## src/rtl/axi4s_width_pkg.sv

```systemverilog
// -----------------------------------------------------------------------------
// axi4s_width_pkg
// Shared types and helpers for the AXI4-Stream width downsizer.
//   - axi4s_mask_t / axi4s_idx_t / axi4s_pos_t : chunk-mask and chunk-index
//     types sized for the largest supported width ratio (AXI4S_MAX_RATIO).
//     Narrower ratios zero-extend into them and truncate results back.
//   - axi4s_beat_t : buffered-beat layout for the family default 256->64
//     geometry; the parametrised top keeps the same field order.
//   - chunk_mask_f, next_set_bit, highest_set_bit : chunk sequencing helpers.
// No ports (package).
// -----------------------------------------------------------------------------
package axi4s_width_pkg;

  localparam int AXI4S_MAX_RATIO = 64;
  localparam int AXI4S_IDX_W     = 6;

  localparam int AXI4S_DEF_SRC_W      = 256;
  localparam int AXI4S_DEF_DST_W      = 64;
  localparam int AXI4S_DEF_RATIO      = AXI4S_DEF_SRC_W / AXI4S_DEF_DST_W;
  localparam int AXI4S_DEF_ID_W       = 4;
  localparam int AXI4S_DEF_DEST_W     = 4;
  localparam int AXI4S_DEF_DST_USER_W = 4;

  typedef logic [AXI4S_MAX_RATIO-1:0] axi4s_mask_t;
  typedef logic [AXI4S_IDX_W-1:0]     axi4s_idx_t;
  // One bit wider than an index so "index + 1" past the top chunk is representable.
  typedef logic [AXI4S_IDX_W:0]       axi4s_pos_t;

  typedef struct packed {
    logic [AXI4S_DEF_RATIO-1:0]      mask;
    logic [AXI4S_DEF_ID_W-1:0]       id;
    logic [AXI4S_DEF_DEST_W-1:0]     dest;
    logic [AXI4S_DEF_DST_USER_W-1:0] user;
    logic                            last;
    logic [AXI4S_DEF_SRC_W/8-1:0]    strb;
    logic [AXI4S_DEF_SRC_W/8-1:0]    keep;
    logic [AXI4S_DEF_SRC_W-1:0]      data;
  } axi4s_beat_t;

  // Highest set bit of mask; 0 when the mask is empty.
  function automatic axi4s_idx_t highest_set_bit(input axi4s_mask_t mask);
    axi4s_idx_t h;
    h = '0;
    for (int i = 0; i < AXI4S_MAX_RATIO; i++) begin
      if (mask[i]) begin
        h = axi4s_idx_t'(i);
      end else begin
        h = h;
      end
    end
    return h;
  endfunction

  // Lowest set bit at or above 'from'; 0 when there is none.
  function automatic axi4s_idx_t next_set_bit(input axi4s_mask_t mask, input axi4s_pos_t from);
    axi4s_idx_t r;
    logic       found;
    r     = '0;
    found = 1'b0;
    for (int i = 0; i < AXI4S_MAX_RATIO; i++) begin
      if (!found && (i >= int'(from)) && mask[i]) begin
        r     = axi4s_idx_t'(i);
        found = 1'b1;
      end else begin
        found = found;
      end
    end
    return r;
  endfunction

  // Chunk mask of a beat from its per-chunk "keep slice nonzero" flags.
  // Dense mode: non-last beats emit every chunk, last beats emit 0..highest
  // nonzero chunk. Sparse mode: only nonzero chunks. Either way a last beat
  // always emits at least chunk 0 so TLAST is never lost; an all-zero mask
  // (sparse, non-last) means the beat is dropped.
  function automatic axi4s_mask_t chunk_mask_f(input axi4s_mask_t nz, input logic last,
                                               input logic sparse, input int ratio);
    axi4s_mask_t full_m;
    axi4s_mask_t m;
    axi4s_idx_t  h;
    full_m = '0;
    m      = '0;
    for (int i = 0; i < AXI4S_MAX_RATIO; i++) begin
      if (i < ratio) begin
        full_m[i] = 1'b1;
      end else begin
        full_m[i] = 1'b0;
      end
    end
    h = highest_set_bit(nz & full_m);
    if (sparse) begin
      m = nz & full_m;
    end else if (!last) begin
      m = full_m;
    end else begin
      for (int i = 0; i < AXI4S_MAX_RATIO; i++) begin
        m[i] = (i <= int'(h));
      end
    end
    if (last && (m == '0)) begin
      m[0] = 1'b1;
    end else begin
      m = m;
    end
    return m;
  endfunction

endpackage

```

## src/rtl/axi4_stream_if.sv

```systemverilog
// -----------------------------------------------------------------------------
// axi4_stream_if
// AXI4-Stream bundle. Parameters: DATA_WIDTH (multiple of 8), ID_WIDTH,
// DEST_WIDTH, USER_WIDTH.
//   modport src : drives tvalid/tdata/tkeep/tstrb/tlast/tid/tdest/tuser, samples tready.
//   modport dst : samples the payload, drives tready.
// -----------------------------------------------------------------------------
interface axi4_stream_if #(
  parameter int DATA_WIDTH = 64,
  parameter int ID_WIDTH   = 4,
  parameter int DEST_WIDTH = 4,
  parameter int USER_WIDTH = 4
);
  localparam int KEEP_WIDTH = DATA_WIDTH / 8;

  logic                  tvalid;
  logic                  tready;
  logic [DATA_WIDTH-1:0] tdata;
  logic [KEEP_WIDTH-1:0] tkeep;
  logic [KEEP_WIDTH-1:0] tstrb;
  logic                  tlast;
  logic [ID_WIDTH-1:0]   tid;
  logic [DEST_WIDTH-1:0] tdest;
  logic [USER_WIDTH-1:0] tuser;

  modport src (output tvalid, tdata, tkeep, tstrb, tlast, tid, tdest, tuser, input tready);
  modport dst (input tvalid, tdata, tkeep, tstrb, tlast, tid, tdest, tuser, output tready);
endinterface

```

## src/rtl/axi4s_beat_fifo2.sv

```systemverilog
// -----------------------------------------------------------------------------
// axi4s_beat_fifo2
// Generic two-entry FIFO. Entry 0 is always the head, entry 1 the next entry.
// Ports:
//   clk_i, rst_ni     : clock, async active-low reset
//   push_i, push_data_i : write request (ignored when full)
//   pop_i             : remove head (ignored when empty)
//   count_o           : occupancy 0..2
//   head_o, next_o    : entry 0 / entry 1 contents
// -----------------------------------------------------------------------------
module axi4s_beat_fifo2 #(
  parameter int WIDTH = 8
) (
  input  logic             clk_i,
  input  logic             rst_ni,
  input  logic             push_i,
  input  logic [WIDTH-1:0] push_data_i,
  input  logic             pop_i,
  output logic [1:0]       count_o,
  output logic [WIDTH-1:0] head_o,
  output logic [WIDTH-1:0] next_o
);

  logic [WIDTH-1:0] mem0_q, mem0_d;
  logic [WIDTH-1:0] mem1_q, mem1_d;
  logic [1:0]       count_q, count_d;
  logic             push_ok_s;
  logic             pop_ok_s;

  // Next-state of storage and occupancy for push/pop combinations
  always_comb begin
    mem0_d    = mem0_q;
    mem1_d    = mem1_q;
    count_d   = count_q;
    push_ok_s = push_i && (count_q != 2'd2);
    pop_ok_s  = pop_i && (count_q != 2'd0);
    case ({push_ok_s, pop_ok_s})
      2'b10: begin
        if (count_q == 2'd0) begin
          mem0_d = push_data_i;
        end else begin
          mem1_d = push_data_i;
        end
        count_d = count_q + 2'd1;
      end
      2'b01: begin
        mem0_d  = mem1_q;
        count_d = count_q - 2'd1;
      end
      // Push only succeeds below 2 entries, so here count is 1: replace head.
      2'b11: begin
        mem0_d  = push_data_i;
        count_d = count_q;
      end
      default: begin
        count_d = count_q;
      end
    endcase
  end

  // Storage and occupancy registers
  always_ff @(posedge clk_i or negedge rst_ni) begin
    if (!rst_ni) begin
      mem0_q  <= '0;
      mem1_q  <= '0;
      count_q <= 2'd0;
    end else begin
      mem0_q  <= mem0_d;
      mem1_q  <= mem1_d;
      count_q <= count_d;
    end
  end

  assign count_o = count_q;
  assign head_o  = mem0_q;
  assign next_o  = mem1_q;

endmodule

```

## src/rtl/axi4s_width_downsizer.sv

```systemverilog
// -----------------------------------------------------------------------------
// axi4s_width_downsizer
// Splits each wide AXI4-Stream beat into RATIO = SRC/DST narrow chunks, LSB
// chunk first, through a two-entry beat buffer (no combinational path from
// axis_out.tready to axis_in.tready). Trailing null chunks of a last beat are
// trimmed; TID/TDEST repeat on every chunk; TUSER is truncated or zero-extended.
// Optional feature macro: AXI4S_DOWNSIZER_SPARSE_SKIP_EN -- skip every chunk
// whose keep slice is zero and drop all-zero-keep non-last beats.
// Ports:
//   clk      : clock, rising edge
//   rst_n    : async active-low reset
//   axis_in  : wide input stream  (axi4_stream_if.dst, SRC_DATA_WIDTH)
//   axis_out : narrow output stream (axi4_stream_if.src, DST_DATA_WIDTH)
// -----------------------------------------------------------------------------
module axi4s_width_downsizer
  import axi4s_width_pkg::*;
#(
  parameter int SRC_DATA_WIDTH = 256,
  parameter int DST_DATA_WIDTH = 64,
  parameter int ID_WIDTH       = 4,
  parameter int DEST_WIDTH     = 4,
  parameter int SRC_USER_WIDTH = 16,
  parameter int DST_USER_WIDTH = 4
) (
  input  logic       clk,
  input  logic       rst_n,
  axi4_stream_if.dst axis_in,
  axi4_stream_if.src axis_out
);

  localparam int RATIO     = SRC_DATA_WIDTH / DST_DATA_WIDTH;
  localparam int SRC_BYTES = SRC_DATA_WIDTH / 8;
  localparam int DST_BYTES = DST_DATA_WIDTH / 8;
  localparam int CIDX_W    = (RATIO > 1) ? $clog2(RATIO) : 1;

`ifdef AXI4S_DOWNSIZER_SPARSE_SKIP_EN
  localparam logic SPARSE_EN = 1'b1;
`else
  localparam logic SPARSE_EN = 1'b0;
`endif

  if (((SRC_DATA_WIDTH % DST_DATA_WIDTH) != 0) || ((DST_DATA_WIDTH % 8) != 0)) begin : g_bad_width
    $error("axi4s_width_downsizer: SRC_DATA_WIDTH must be a multiple of DST_DATA_WIDTH, both multiples of 8");
  end
  if (RATIO > AXI4S_MAX_RATIO) begin : g_bad_ratio
    $error("axi4s_width_downsizer: width ratio exceeds AXI4S_MAX_RATIO");
  end

  typedef struct packed {
    logic [RATIO-1:0]          mask;
    logic [ID_WIDTH-1:0]       id;
    logic [DEST_WIDTH-1:0]     dest;
    logic [DST_USER_WIDTH-1:0] user;
    logic                      last;
    logic [SRC_BYTES-1:0]      strb;
    logic [SRC_BYTES-1:0]      keep;
    logic [SRC_DATA_WIDTH-1:0] data;
  } beat_t;

  logic [RATIO-1:0]          in_nz_s;
  logic [RATIO-1:0]          in_mask_s;
  logic [DST_USER_WIDTH-1:0] in_user_s;
  beat_t                     in_beat_s;
  beat_t                     head_s;
  beat_t                     next_s;
  logic [1:0]                count_s;
  logic                      in_ready_s;
  logic                      in_fire_s;
  logic                      push_s;
  logic                      out_valid_s;
  logic                      out_fire_s;
  logic                      is_final_s;
  logic                      pop_s;
  logic [CIDX_W-1:0]         cur_q, cur_d;

  logic [DST_DATA_WIDTH-1:0] out_data_s;
  logic [DST_BYTES-1:0]      out_keep_s;
  logic [DST_BYTES-1:0]      out_strb_s;
  logic                      out_last_s;
  logic [ID_WIDTH-1:0]       out_id_s;
  logic [DEST_WIDTH-1:0]     out_dest_s;
  logic [DST_USER_WIDTH-1:0] out_user_s;

  // Per-chunk "keep slice has any byte" flags of the offered input beat.
  for (genvar c = 0; c < RATIO; c++) begin : g_nz
    assign in_nz_s[c] = |axis_in.tkeep[c*DST_BYTES +: DST_BYTES];
  end

  // TUSER is adapted at accept so only the narrow width is buffered.
  if (DST_USER_WIDTH <= SRC_USER_WIDTH) begin : g_user_trunc
    assign in_user_s = axis_in.tuser[DST_USER_WIDTH-1:0];
  end else begin : g_user_ext
    assign in_user_s = {{(DST_USER_WIDTH-SRC_USER_WIDTH){1'b0}}, axis_in.tuser};
  end

  assign in_ready_s     = (count_s != 2'd2);
  assign axis_in.tready = in_ready_s;
  assign in_fire_s      = axis_in.tvalid && in_ready_s;
  // An empty mask only arises for a sparse-mode all-null non-last beat: accept, don't store.
  assign push_s         = in_fire_s && (in_mask_s != '0);

  // Chunk mask and buffered entry for the offered input beat
  always_comb begin
    in_mask_s      = RATIO'(chunk_mask_f(axi4s_mask_t'(in_nz_s), axis_in.tlast, SPARSE_EN, RATIO));
    in_beat_s      = '0;
    in_beat_s.mask = in_mask_s;
    in_beat_s.id   = axis_in.tid;
    in_beat_s.dest = axis_in.tdest;
    in_beat_s.user = in_user_s;
    in_beat_s.last = axis_in.tlast;
    in_beat_s.strb = axis_in.tstrb;
    in_beat_s.keep = axis_in.tkeep;
    in_beat_s.data = axis_in.tdata;
  end

  axi4s_beat_fifo2 #(
    .WIDTH ($bits(beat_t))
  ) u_fifo (
    .clk_i       (clk),
    .rst_ni      (rst_n),
    .push_i      (push_s),
    .push_data_i (in_beat_s),
    .pop_i       (pop_s),
    .count_o     (count_s),
    .head_o      (head_s),
    .next_o      (next_s)
  );

  assign out_valid_s = (count_s != 2'd0);
  assign out_fire_s  = out_valid_s && axis_out.tready;
  assign is_final_s  = (axi4s_idx_t'(cur_q) == highest_set_bit(axi4s_mask_t'(head_s.mask)));
  assign pop_s       = out_fire_s && is_final_s;

  // Chunk index sequencing: step to next mask bit, or jump to the first chunk of the new head
  always_comb begin
    cur_d = cur_q;
    if (out_fire_s && !is_final_s) begin
      cur_d = CIDX_W'(next_set_bit(axi4s_mask_t'(head_s.mask),
                                   axi4s_pos_t'(cur_q) + axi4s_pos_t'(1)));
    end else if (out_fire_s) begin
      if (count_s == 2'd2) begin
        cur_d = CIDX_W'(next_set_bit(axi4s_mask_t'(next_s.mask), axi4s_pos_t'(0)));
      end else if (push_s) begin
        cur_d = CIDX_W'(next_set_bit(axi4s_mask_t'(in_mask_s), axi4s_pos_t'(0)));
      end else begin
        cur_d = '0;
      end
    end else if ((count_s == 2'd0) && push_s) begin
      cur_d = CIDX_W'(next_set_bit(axi4s_mask_t'(in_mask_s), axi4s_pos_t'(0)));
    end else begin
      cur_d = cur_q;
    end
  end

  // Current chunk index register
  always_ff @(posedge clk or negedge rst_n) begin
    if (!rst_n) begin
      cur_q <= '0;
    end else begin
      cur_q <= cur_d;
    end
  end

  // Output slice mux; payload forced to zero whenever no chunk is offered
  always_comb begin
    out_data_s = '0;
    out_keep_s = '0;
    out_strb_s = '0;
    out_last_s = 1'b0;
    out_id_s   = '0;
    out_dest_s = '0;
    out_user_s = '0;
    if (out_valid_s) begin
      out_data_s = head_s.data[cur_q*DST_DATA_WIDTH +: DST_DATA_WIDTH];
      out_keep_s = head_s.keep[cur_q*DST_BYTES +: DST_BYTES];
      out_strb_s = head_s.strb[cur_q*DST_BYTES +: DST_BYTES];
      out_last_s = head_s.last && is_final_s;
      out_id_s   = head_s.id;
      out_dest_s = head_s.dest;
      out_user_s = head_s.user;
    end else begin
      out_last_s = 1'b0;
    end
  end

  assign axis_out.tvalid = out_valid_s;
  assign axis_out.tdata  = out_data_s;
  assign axis_out.tkeep  = out_keep_s;
  assign axis_out.tstrb  = out_strb_s;
  assign axis_out.tlast  = out_last_s;
  assign axis_out.tid    = out_id_s;
  assign axis_out.tdest  = out_dest_s;
  assign axis_out.tuser  = out_user_s;

endmodule

```

## src/flat_wrapper.sv

```systemverilog
// flat-port wrapper written by rule: the top's interface ports become plain ports
module axi4s_width_downsizer_flat import axi4s_width_pkg::*;
#(
  parameter int SRC_DATA_WIDTH = 256,
  parameter int DST_DATA_WIDTH = 64,
  parameter int ID_WIDTH       = 4,
  parameter int DEST_WIDTH     = 4,
  parameter int SRC_USER_WIDTH = 16,
  parameter int DST_USER_WIDTH = 4
)
  (clk, rst_n, axis_in_tvalid, axis_in_tdata, axis_in_tkeep, axis_in_tstrb, axis_in_tlast, axis_in_tid, axis_in_tdest, axis_in_tuser, axis_in_tready, axis_out_tvalid, axis_out_tdata, axis_out_tkeep, axis_out_tstrb, axis_out_tlast, axis_out_tid, axis_out_tdest, axis_out_tuser, axis_out_tready);
  axi4_stream_if #(.DATA_WIDTH(256), .ID_WIDTH(ID_WIDTH), .DEST_WIDTH(DEST_WIDTH), .USER_WIDTH(16)) axis_in_i ();
  axi4_stream_if #(.DATA_WIDTH(64), .ID_WIDTH(ID_WIDTH), .DEST_WIDTH(DEST_WIDTH), .USER_WIDTH(4)) axis_out_i ();
  input  logic clk;
  input  logic rst_n;
  input wire logic [$bits(axis_in_i.tvalid)-1:0] axis_in_tvalid;
  input wire logic [$bits(axis_in_i.tdata)-1:0] axis_in_tdata;
  input wire logic [$bits(axis_in_i.tkeep)-1:0] axis_in_tkeep;
  input wire logic [$bits(axis_in_i.tstrb)-1:0] axis_in_tstrb;
  input wire logic [$bits(axis_in_i.tlast)-1:0] axis_in_tlast;
  input wire logic [$bits(axis_in_i.tid)-1:0] axis_in_tid;
  input wire logic [$bits(axis_in_i.tdest)-1:0] axis_in_tdest;
  input wire logic [$bits(axis_in_i.tuser)-1:0] axis_in_tuser;
  output wire logic [$bits(axis_in_i.tready)-1:0] axis_in_tready;
  output wire logic [$bits(axis_out_i.tvalid)-1:0] axis_out_tvalid;
  output wire logic [$bits(axis_out_i.tdata)-1:0] axis_out_tdata;
  output wire logic [$bits(axis_out_i.tkeep)-1:0] axis_out_tkeep;
  output wire logic [$bits(axis_out_i.tstrb)-1:0] axis_out_tstrb;
  output wire logic [$bits(axis_out_i.tlast)-1:0] axis_out_tlast;
  output wire logic [$bits(axis_out_i.tid)-1:0] axis_out_tid;
  output wire logic [$bits(axis_out_i.tdest)-1:0] axis_out_tdest;
  output wire logic [$bits(axis_out_i.tuser)-1:0] axis_out_tuser;
  input wire logic [$bits(axis_out_i.tready)-1:0] axis_out_tready;
  assign axis_in_i.tvalid = axis_in_tvalid;
  assign axis_in_i.tdata = axis_in_tdata;
  assign axis_in_i.tkeep = axis_in_tkeep;
  assign axis_in_i.tstrb = axis_in_tstrb;
  assign axis_in_i.tlast = axis_in_tlast;
  assign axis_in_i.tid = axis_in_tid;
  assign axis_in_i.tdest = axis_in_tdest;
  assign axis_in_i.tuser = axis_in_tuser;
  assign axis_in_tready = axis_in_i.tready;
  assign axis_out_tvalid = axis_out_i.tvalid;
  assign axis_out_tdata = axis_out_i.tdata;
  assign axis_out_tkeep = axis_out_i.tkeep;
  assign axis_out_tstrb = axis_out_i.tstrb;
  assign axis_out_tlast = axis_out_i.tlast;
  assign axis_out_tid = axis_out_i.tid;
  assign axis_out_tdest = axis_out_i.tdest;
  assign axis_out_tuser = axis_out_i.tuser;
  assign axis_out_i.tready = axis_out_tready;
  axi4s_width_downsizer #(.SRC_DATA_WIDTH(SRC_DATA_WIDTH), .DST_DATA_WIDTH(DST_DATA_WIDTH), .ID_WIDTH(ID_WIDTH), .DEST_WIDTH(DEST_WIDTH), .SRC_USER_WIDTH(SRC_USER_WIDTH), .DST_USER_WIDTH(DST_USER_WIDTH)) u_core (.clk(clk), .rst_n(rst_n), .axis_in(axis_in_i), .axis_out(axis_out_i));
endmodule
```

## config.mk

```make
export PLATFORM = sky130hd
export DESIGN_NAME = axi4s_width_downsizer_flat
export DESIGN_NICKNAME = d
export VERILOG_FILES = /design/src/rtl/axi4s_width_pkg.sv /design/src/rtl/axi4_stream_if.sv /design/src/rtl/axi4s_beat_fifo2.sv /design/src/rtl/axi4s_width_downsizer.sv /design/src/flat_wrapper.sv
export SDC_FILE = /design/constraint.sdc
export NUM_CORES = 2
export LEC_CHECK = 0
export CAP_MARGIN = 20
export CORE_ASPECT_RATIO = 1.75
export CORE_MARGIN = 3
export CORE_UTILIZATION = 29
export CTS_BUF_LIST = sky130_fd_sc_hd__clkbuf_4
export CTS_CLUSTER_DIAMETER = 80
export CTS_CLUSTER_SIZE = 8
export DETAILED_ROUTE_END_ITERATION = 16
export SETUP_SLACK_MARGIN = 0.1
export SYNTH_ARGS = -nofsm -noshare
export SYNTH_HDL_FRONTEND = slang
export SYNTH_SLANG_ARGS = --single-unit
```

## constraint.sdc

```tcl
create_clock -name clk -period 3.6 [get_ports clk]
set_input_delay 0.72 -clock clk [delete_from_list [all_inputs] [get_ports clk]]
set_output_delay 0.72 -clock clk [all_outputs]
set_load 0.05 [all_outputs]
```

==> results.md <==
* Area of the core at 0.113 mm²
* Max-slew violation count at 0
* Post-DR wirelength/cell at 20.6 µm
* Vias in the first global route at 23800
* Arrival time worst endpoint at 2.72 ns
* Seq. cell area at 0.0169 mm²
* GRT Total Usage at 16.6%
* Synth Instances at 2767
* Fmax at 0.290 GHz
* Warnings from Yosys at 0
* Reg clk slew, reported paths at 0.11 ns
* Placed Instances at 4604
* Global-route wire length before repair at 149000 µm
* Worst-Margin Slew at 0.891 ns
* Setup ws final at 0.157 ns
* Overflow after GRT at 0
* Mux cell area share after synthesis at 31.8%
* Worst-path fanout max at 8
* Crit path cell chain: buf_12 > buf_16 > buf_8 > mux4_2 > and2_4 > buf_6
* DRT Pass-1 Iters at 5
* Final ANT Viol Nets at 0
* Clock Skews at 0.0586 ns
* Layout cell share with drive strength beyond 1 at 33.7%
* Vias at 22100
* Initial core utilization at 29.4%
* Post-Synth Simple-Gate Area at 13.6%
* Die height at 454 µm
* Worst Hold Class: input port to flop
* Combined area of the multi-input logic cells at 0.0155 mm²
* Port buffer count at 431
* Clk_lat worst skew at 0.98 ns
* Crit-path slowest cell: mux4_2
* Fin area at 0.0418 mm²
* Largest family of logic cells by synthesized area: multiplexers
* Pre-CTS setup slack at 0.0768 ns
* Nets@finish at 3603
* Req. time, crit path at 2.88 ns
* Post-Syn Nets at 3118
* DP Area at 0.0398 mm²
* FILL cells at 11100
* Tcrit/Tclk final at 95.6%
* Rows at 163
* Cell Pwr Density at 977 mW/mm²
* Post-DP HPWL at 66200 µm
* Crit Path Category: flop to output pin
* Peak VDD IR at 792 µV
* CP Capture Type: output pin
* Unrepaired setup endpoints after global routing: yes
* Die area at 0.119 mm²
* CTS tree: done
* Non-Filler Instances at 4770
* Num ports at 444
* Xor/xnor share of the synthesized area at 0.0791%
* H-tree levels at 3
* Setup tns final at 0 ns
* Synth Flop Type: dfrtp_1
* Clock root cell: clkbuf_4
* Vias per std cell at 4.63
* Initial antenna violation count at 42
* Area Overhead vs Synth at 25.7%
* Max cap viols at 0
* Power Total at 40.8 mW
* Post-synthesis async set-or-reset flop share at 100%
* Compound-gate portion of the synthesized area at 0.482%
* Slew HR at 40.6%
* CP startpoint kind: flop
* Hold_ws at 0.280 ns
* Clk sinks at 677
* Leakage power at 19.7 nW
* Core Util, Final at 36.9%
* Post-Syn Area per Cell at 12.0 µm²
* Final setup viols at 0
* DRT iter0 DRCs at 1151
* Most frequent cells in the layout: nand2_1, dfrtp_1, clkdlybuf4s50_1
* Sequential share of the synthesized area at 51.0%
* Most common cell after layout, fill and taps aside: nand2_1
* GP Congestion at 0.771
* Synthesized flop and latch total at 677
* Largest net degree at the start of global routing at 87
* Fin crit period at 3.44 ns
* Area of the mapped netlist at 0.0332 mm²
* Clk buf depth at 3
* Fin. Hold Viols at 0
* Library cells used by synthesis at 40
* Die Width at 262 µm
* Slowest stage delay, CP at 0.50 ns
* Final wirelength at 98400 µm
* # DRC at 0
* Status: complete, no violations
* Num CTS Buffers at 95
* Adder-cell area share of the yosys netlist at 0.0753%
* Post-synth EDFFs at 0
[where the power goes]
group | internal, mW | switching (mW) | leakage (nW)
Clock | 1.42 | 2.73 | 0.504
Combinational | 11.8 | 11.4 | 11.1
Sequential | 11.4 | 2.07 | 8.16
Total | 24.6 | 16.2 | 19.7
[per-layer routing]
layer | global-route usage (%) | vias up | part of all wire [%] | wire, µm
met5 | 0 | - | 0.19 | 184
met4 | 6.10 | 28 | 2.8 | 2800
met3 | 4.50 | 156 | 6.5 | 6400
met2 | 28.8 | 540 | 51 | 49900
met1 | 19.4 | 11100 | 40 | 39100
li1 | - | 10200 | - | -
[kinds of logic after synthesis]
logic type                 Yosys count
buffers and inverters              185
AOI/OAI and AO/OA                   20
adders and majority gates            2
and+or+nand+nor                   1128
xor gates and xnor gates             3
DFF                                677
muxes                              752
[Yosys cell counts (2+ instances only)]
| master | instances | share of area [%] |
|---|---|---|
| nand2_1 | 1010 | 11 |
| dfrtp_1 | 677 | 51 |
| mux2_4 | 325 | 15 |
| mux2_2 | 281 | 9.5 |
| clkbuf_1 | 131 | 1.5 |
| and2_1 | 93 | 1.8 |
| mux4_2 | 80 | 5.4 |
| mux2_1 | 62 | 2.1 |
| buf_6 | 37 | 1.3 |
| nor2_1 | 7 | 0.079 |
| buf_2 | 6 | 0.090 |
| inv_1 | 6 | 0.068 |
| nand2b_1 | 5 | 0.094 |
| nor4_1 | 5 | 0.094 |
| a21oi_1 | 4 | 0.060 |
| buf_1 | 4 | 0.045 |
| mux2i_1 | 4 | 0.12 |
| o31ai_1 | 3 | 0.068 |
| a211oi_2 | 2 | 0.075 |
| ha_1 | 2 | 0.075 |
| nor3_1 | 2 | 0.030 |
| o21ai_1 | 2 | 0.030 |
| xnor2_1 | 2 | 0.053 |
[cell type report]
cell class / instances / area share [%]
diodes: 23 / 0.138
clock buffers: 100 / 1.80
clock inverters: 7 / 0.192
inverters: 7 / 0.0689
multi-input cells: 1905 / 37.2
flip-flops and latches: 677 / 40.6
well taps: 1485 / 4.45
repair buffers: 566 / 15.6
[sequential cells by signal, indices dropped and copies added (netlist names)]
name / flops
u_core.u_fifo.head_o: 336
u_core.cur_q: 2
u_core.u_fifo.count_o: 2
u_core.u_fifo.next_o: 337
[final timing paths]
kind                                        endpoint  slack (ns)  cells after the start                       from
setup / recovery                  axis_out_tdata[27]        0.16                      6            u_core.cur_q[0]
hold / removal              u_core.u_fifo.next_o[97]        0.28                      3          axis_in_tdata[97]
setup reg to reg           u_core.u_fifo.head_o[171]        0.41                     11            u_core.cur_q[0]
hold reg to reg            u_core.u_fifo.next_o[125]        0.47                      2  u_core.u_fifo.next_o[125]
max in group asynchronous  u_core.u_fifo.next_o[244]        2.12                      4                      rst_n
min in group asynchronous  u_core.u_fifo.next_o[203]        0.40                      2                      rst_n
[worst max-delay path, delay by kind of cell (launching register included)]
family                 cells  cell delay [ns]
buffers and inverters      4             0.59
DFF                        1             0.47
muxes                      1             0.50
and+or+nand+nor            1             0.18
[timing repair]
item                                    in CTS  in global routing
endpoints found under the setup margin      94                 80
cloned                                       2                  1
hold endpoints to repair                    60                  0
hold buffers                                 1                  0
pin swaps                                    3                  2
gates resized for setup                    499                160
buffers inserted                            25                  9
Power figures use the tool's default switching activity.
